`config.mk`:
```
export PLATFORM = sky130hd
export DESIGN_NAME = mem_arbiter
export DESIGN_NICKNAME = d
export VERILOG_FILES = /design/src/rtl/mem_arbiter_pkg.sv /design/src/rtl/mem_arbiter_rr_arb2.sv /design/src/rtl/mem_arbiter.sv
export SDC_FILE = /design/constraint.sdc
export NUM_CORES = 1
export LEC_CHECK = 0
export ABC_CLOCK_PERIOD_IN_PS = 2500
export CAP_MARGIN = 20
export CORE_AREA = 2 2 107 109
export CTS_BUF_LIST = sky130_fd_sc_hd__clkbuf_8
export DETAILED_ROUTE_END_ITERATION = 6
export DIE_AREA = 0 0 109 111
export DONT_BUFFER_PORTS = 1
export GPL_TIMING_DRIVEN = 1
export HOLD_SLACK_MARGIN = 0.03
export SLEW_MARGIN = 20
export SYNTH_ARGS = -nofsm -noshare
export SYNTH_HDL_FRONTEND = slang
export SYNTH_SLANG_ARGS = --single-unit
export TNS_END_PERCENT = 100
```
`constraint.sdc`:
```
create_clock -name clk -period 2.5 [get_ports clk]
set_input_delay 0.625 -clock clk [delete_from_list [all_inputs] [get_ports clk]]
set_output_delay 0.625 -clock clk [all_outputs]
set_load 0.005 [all_outputs]
```
`src/rtl/mem_arbiter_pkg.sv`:
```
// Shared types and constants for the fetch/data memory arbiter.
package mem_arbiter_pkg;

    typedef enum logic [1:0] {
        IDLE   = 2'd0,
        RESP_I = 2'd1,
        RESP_D = 2'd2
    } arb_state_t;

    typedef enum logic {
        OWNER_I = 1'b0,
        OWNER_D = 1'b1
    } owner_t;

    localparam logic [31:0] IROM_BASE_DEFAULT = 32'hBFC00000;
    localparam int          IROM_SIZE_DEFAULT = 4096;
    localparam logic [31:0] NOP_INSN          = 32'h00000013;

endpackage

```
`src/rtl/mem_arbiter_rr_arb2.sv`:
```
// Two-way round-robin selector: on contention the requester that did not own
// the last grant wins. Grant bit 0 is fetch, bit 1 is data.
module rr_arb2
    import mem_arbiter_pkg::*;
(
    input  logic       fetch_req,
    input  logic       data_req,
    input  owner_t     last_owner,
    output logic [1:0] gnt
);

    always_comb begin
        gnt = 2'b00;
        if (fetch_req && data_req) begin
            gnt = (last_owner == OWNER_D) ? 2'b01 : 2'b10;
        end else if (fetch_req) begin
            gnt = 2'b01;
        end else if (data_req) begin
            gnt = 2'b10;
        end
    end

endmodule

```
`src/rtl/mem_arbiter.sv`:
```
// Shares one single-port memory between a fetch and a data requester with a
// combinational grant and a fixed one-cycle response.
module mem_arbiter
    import mem_arbiter_pkg::*;
#(
    parameter int          ADDRESS_WIDTH = 32,
    parameter int          DATA_WIDTH    = 32,
    parameter logic [31:0] IROM_BASE     = IROM_BASE_DEFAULT,
    parameter int          IROM_SIZE     = IROM_SIZE_DEFAULT
) (
    input  logic                     clk,
    input  logic                     rst,
    input  logic                     i_req,
    input  logic [ADDRESS_WIDTH-1:0] i_addr,
    output logic                     i_gnt,
    output logic                     i_rvalid,
    output logic [DATA_WIDTH-1:0]    i_rdata,
    output logic                     i_err,
    input  logic                     d_req,
    input  logic                     d_we,
    input  logic [3:0]               d_be,
    input  logic [ADDRESS_WIDTH-1:0] d_addr,
    input  logic [DATA_WIDTH-1:0]    d_wdata,
    output logic                     d_gnt,
    output logic                     d_rvalid,
    output logic [DATA_WIDTH-1:0]    d_rdata,
    output logic                     m_req,
    output logic                     m_we,
    output logic [3:0]               m_be,
    output logic [ADDRESS_WIDTH-1:0] m_addr,
    output logic [DATA_WIDTH-1:0]    m_wdata,
    input  logic [DATA_WIDTH-1:0]    m_rdata
);

    localparam logic [ADDRESS_WIDTH-1:0] IROM_LO = ADDRESS_WIDTH'(IROM_BASE);
    localparam logic [ADDRESS_WIDTH-1:0] IROM_HI =
        ADDRESS_WIDTH'(IROM_BASE + 32'(IROM_SIZE) - 32'd4);

    arb_state_t state;
    arb_state_t state_next;
    owner_t     last_owner;
    owner_t     last_owner_next;
    logic       armed;
    logic       err_pending;
    logic       err_next;
    logic       fetch_ok;
    logic [1:0] gnt;

    // armed stays low through reset and the first cycle after it, masking requests.
    rr_arb2 u_rr_arb2 (
        .fetch_req  (i_req & armed),
        .data_req   (d_req & armed),
        .last_owner (last_owner),
        .gnt        (gnt)
    );

    always_ff @(posedge clk or posedge rst) begin
        if (rst) begin
            state       <= IDLE;
            last_owner  <= OWNER_D;
            armed       <= 1'b0;
            err_pending <= 1'b0;
        end else begin
            state       <= state_next;
            last_owner  <= last_owner_next;
            armed       <= 1'b1;
            err_pending <= err_next;
        end
    end

    always_comb begin
        state_next      = IDLE;
        last_owner_next = last_owner;
        err_next        = 1'b0;
        if (gnt[0]) begin
            state_next      = RESP_I;
            last_owner_next = OWNER_I;
            err_next        = ~fetch_ok;
        end else if (gnt[1]) begin
            state_next      = RESP_D;
            last_owner_next = OWNER_D;
        end
    end

    // A rejected fetch is still granted but never reaches memory.
    always_comb begin
        fetch_ok = (i_addr >= IROM_LO) && (i_addr <= IROM_HI) && (i_addr[1:0] == 2'b00);
        i_gnt    = gnt[0];
        d_gnt    = gnt[1];
        m_req    = gnt[1] | (gnt[0] & fetch_ok);
        m_we     = gnt[1] & d_we;
        m_be     = gnt[1] ? d_be : 4'hF;
        m_addr   = gnt[1] ? d_addr : i_addr;
        m_wdata  = gnt[1] ? d_wdata : '0;
        i_rvalid = (state == RESP_I);
        i_err    = (state == RESP_I) & err_pending;
        i_rdata  = err_pending ? DATA_WIDTH'(NOP_INSN) : m_rdata;
        d_rvalid = (state == RESP_D);
        d_rdata  = m_rdata;
    end

endmodule

```
==> flow_metrics.env <==
export IMPL_initial_core_util_pct=12.48
export IMPL_finalSetupTns_ns=0
export IMPL_clockPowerShare_pct=33.1
export IMPL_die_width_um=109
export IMPL_internal_power_mw=0.2901
export IMPL_max_freq_mhz=434.6
export IMPL_p_leak_nw=0.5092
export IMPL_timing_final_ws_setup_ns=0.1991
export IMPL_cts_buffers=3
export IMPL_finalHoldViolCount=0
export IMPL_crit_path_end_kind="output port"
export IMPL_met2_length_um=3125
export IMPL_peakVddDrop_uv=69.45
export IMPL_grt_max_degree=27
export IMPL_fillers=1260
export IMPL_multi_input_area_um2=924.6
export IMPL_ctsHtreeMaxLevel=1
export IMPL_rows=39
export IMPL_layout_common_cells="34 x and2_1, 31 x nor2b_1, 31 x mux2_2"
export IMPL_post_cts_buffers=0
export IMPL_setup_violations=0
export IMPL_ant_nets=0
export IMPL_drc=0
export IMPL_p_per_area_mw_per_mm2=323.4
export IMPL_cap_violations=0
export IMPL_mostFrequentLayoutCell="and2_1"
export IMPL_ys_ff_latch=5
export IMPL_rsz0062_at_grt="false"
export IMPL_syn_to_final_growth_pct=-2.081
export IMPL_cp_required_ns=1.88
export IMPL_gp_congestion=0.8240
export IMPL_port_buffers=0
export IMPL_power_frac_seq_pct=23.2
export IMPL_avgSynthCellArea_um2=8.085
export IMPL_num_vias=1129
export IMPL_reg2reg_to="state[1]$_DFF_PP0_"
export IMPL_utilization_pct=12.22
export IMPL_grt_overflow_total=0
export IMPL_routed_top_layer="met4"
export IMPL_seq_area_um2=126.4
export IMPL_swShare_pct=33.73
export IMPL_grt_pass1_vias=1133
export IMPL_status="finished, final reports clean"
export IMPL_netlist_cell_type_count=27
export IMPL_rrSetupSlack_ns=1.33
export IMPL_worstPathArrival_ns=1.68
export IMPL_grt_antenna_before_repair=1
export IMPL_netlist_area_mm2=0.001383
export IMPL_worstRegToRegCells=4
export IMPL_cts_sinks=5
export IMPL_ys_seq_area_share_pct=9.140
export IMPL_slew_violations=0
export IMPL_viasPerCell=3.989
export IMPL_period_needed_ns=2.301
export IMPL_fin_skew_ns=0.001098
export IMPL_cts_clk_slew_worst_paths_ns=0.04
export IMPL_post_route_period_util_pct=92.03
export IMPL_cts_path_max_buffers=2
export IMPL_clk_latency_ns=0.22
export IMPL_firstDrtPassIters=4
export IMPL_synth_yosys_warnings=0
export IMPL_met1_length_um=1512
export IMPL_switching_power_mw=0.1477
export IMPL_routed_wl_met3_um=543
export IMPL_p_total_mw=0.4378
export IMPL_die_height_um=111
export IMPL_layout_drive_gt1_share_pct=34.53
export IMPL_crit_fanout=18
export IMPL_cp_start_kind="register"
export IMPL_hp_class="input pin to async pin"
export IMPL_syn_nets=308
export IMPL_drtIter0Drc=28
export IMPL_routed_wl_um=5263
export IMPL_grt_pass1_wl_um=6803
export IMPL_cts_hold_buffers=0
export IMPL_dpl_worst_slack_ns=0.1460
export IMPL_wl_per_cell_um=18.60
export IMPL_core_area_mm2=0.01108
export IMPL_design_die_area_mm2=0.01210
export IMPL_tritoncts="built"
export IMPL_combPwrFrac_pct=43.7
export IMPL_cts_resized=0
export IMPL_nNetsFinal=277
export IMPL_cts_root_buf="clkbuf_8"
export IMPL_hpwl_um=4792
export IMPL_r2r_start="last_owner$_DFFE_PP1P_"
export IMPL_track_usage_pct=7.734
export IMPL_io_pins=276
export IMPL_path_class="register to output port"
export IMPL_synthCells=171
[routing by layer]
layer  global-route usage (%)  up-vias
met5                        0        -
met4                    2.906        0
met3                    1.529       10
met2                    16.36      167
met1                    6.705      497
li1                         -      455
[cell type report]
type | count | area share, %
diodes | 1 | 0.1848
clock buffers | 3 | 3.050
multi-input cells | 119 | 68.30
repair buffers | 6 | 4.251
clock inverters | 1 | 0.2773
inverters | 5 | 1.386
well taps | 143 | 13.22
flip-flops and latches | 5 | 9.335
[critical path, cell delays in order, from the launching register on]
cell,delay (ns)
dfstp_2,0.55
nand2_1,0.09
nand3_4,0.15
buf_4,0.27
mux2_2,0.39
[how the worst max path moves through the flow]
stage | slack (ns) | end | cells past startpoint | startpoint
global route | 0.07 | m_req | 4 | i_addr[13]
finish | 0.20 | m_addr[6] | 4 | last_owner$_DFFE_PP1P_
floorplan | 0.53 | m_addr[23] | 4 | i_req
CTS | 0.14 | m_req | 4 | i_addr[13]
global placement | 0.20 | m_req | 4 | i_addr[13]
detailed placement | 0.15 | m_req | 4 | i_addr[13]
[power groups by stage]
| stage | logic, mW | clock network [mW] | registers [mW] |
|---|---|---|---|
| after global placement | 0.197 | 0 | 0.102 |
| after floorplan | 0.209 | 0 | 0.0974 |
| after detailed placement | 0.196 | 0 | 0.103 |
| final | 0.191 | 0.145 | 0.102 |
| after CTS | 0.196 | 0.152 | 0.102 |
| after global routing | 0.213 | 0.162 | 0.104 |
[flip-flops by register name (all words and copies together), names as in the netlist]
register and flops:
armed 1, err_pending 1, last_owner 1, state 2
[synth_stat cells]
cell type / count / area (µm²)
buf_6: 4 / 45.04
nor4b_1: 1 / 8.760
conb_1: 1 / 3.750
buf_2: 1 / 5.000
or3_1: 1 / 6.260
o31ai_1: 1 / 7.510
nand4_1: 2 / 12.51
dfstp_2: 1 / 26.28
mux2_2: 31 / 349.1
and4_1: 1 / 8.760
nor4_1: 2 / 12.51
inv_1: 4 / 15.01
buf_4: 33 / 247.7
nand3_4: 1 / 17.52
nor2b_1: 31 / 193.9
mux2_4: 1 / 15.01
clkbuf_1: 4 / 15.01
o211ai_1: 1 / 7.510
and2_1: 34 / 212.7
dfrtp_1: 4 / 100.1
a31oi_1: 1 / 6.260
nand2b_1: 4 / 25.02
o21ba_2: 1 / 10.01
nand2_1: 1 / 3.750
inv_2: 1 / 3.750
or2_2: 3 / 18.77
a21oi_1: 1 / 5.000
[cells by family (layout without fill, tap and decap cells)]
kind of cell / count (synthesis) / count (layout) / share of synthesized area (%)
AND/OR/NAND/NOR: 81 / 81 / 37.65
multiplexers: 32 / 32 / 26.33
buffers and inverters: 47 / 15 / 23.98
other: 1 / 2 / 0.2712
flip-flops: 5 / 5 / 9.141
AO/OA/AOI/OAI: 5 / 5 / 2.625
[per-stage QoR]
stage	area, µm²	hold slack, ns	std cells
6_report	1354	0.1915	283
2_1_floorplan	1383	0.4028	171
5_1_grt	1354	0.1997	283
4_1_cts	1351	0.1932	282
3_3_place_gp	1306	0.4132	278
3_5_place_dp	1306	0.4301	278
No activity file was read; power rests on OpenSTA's default activity.
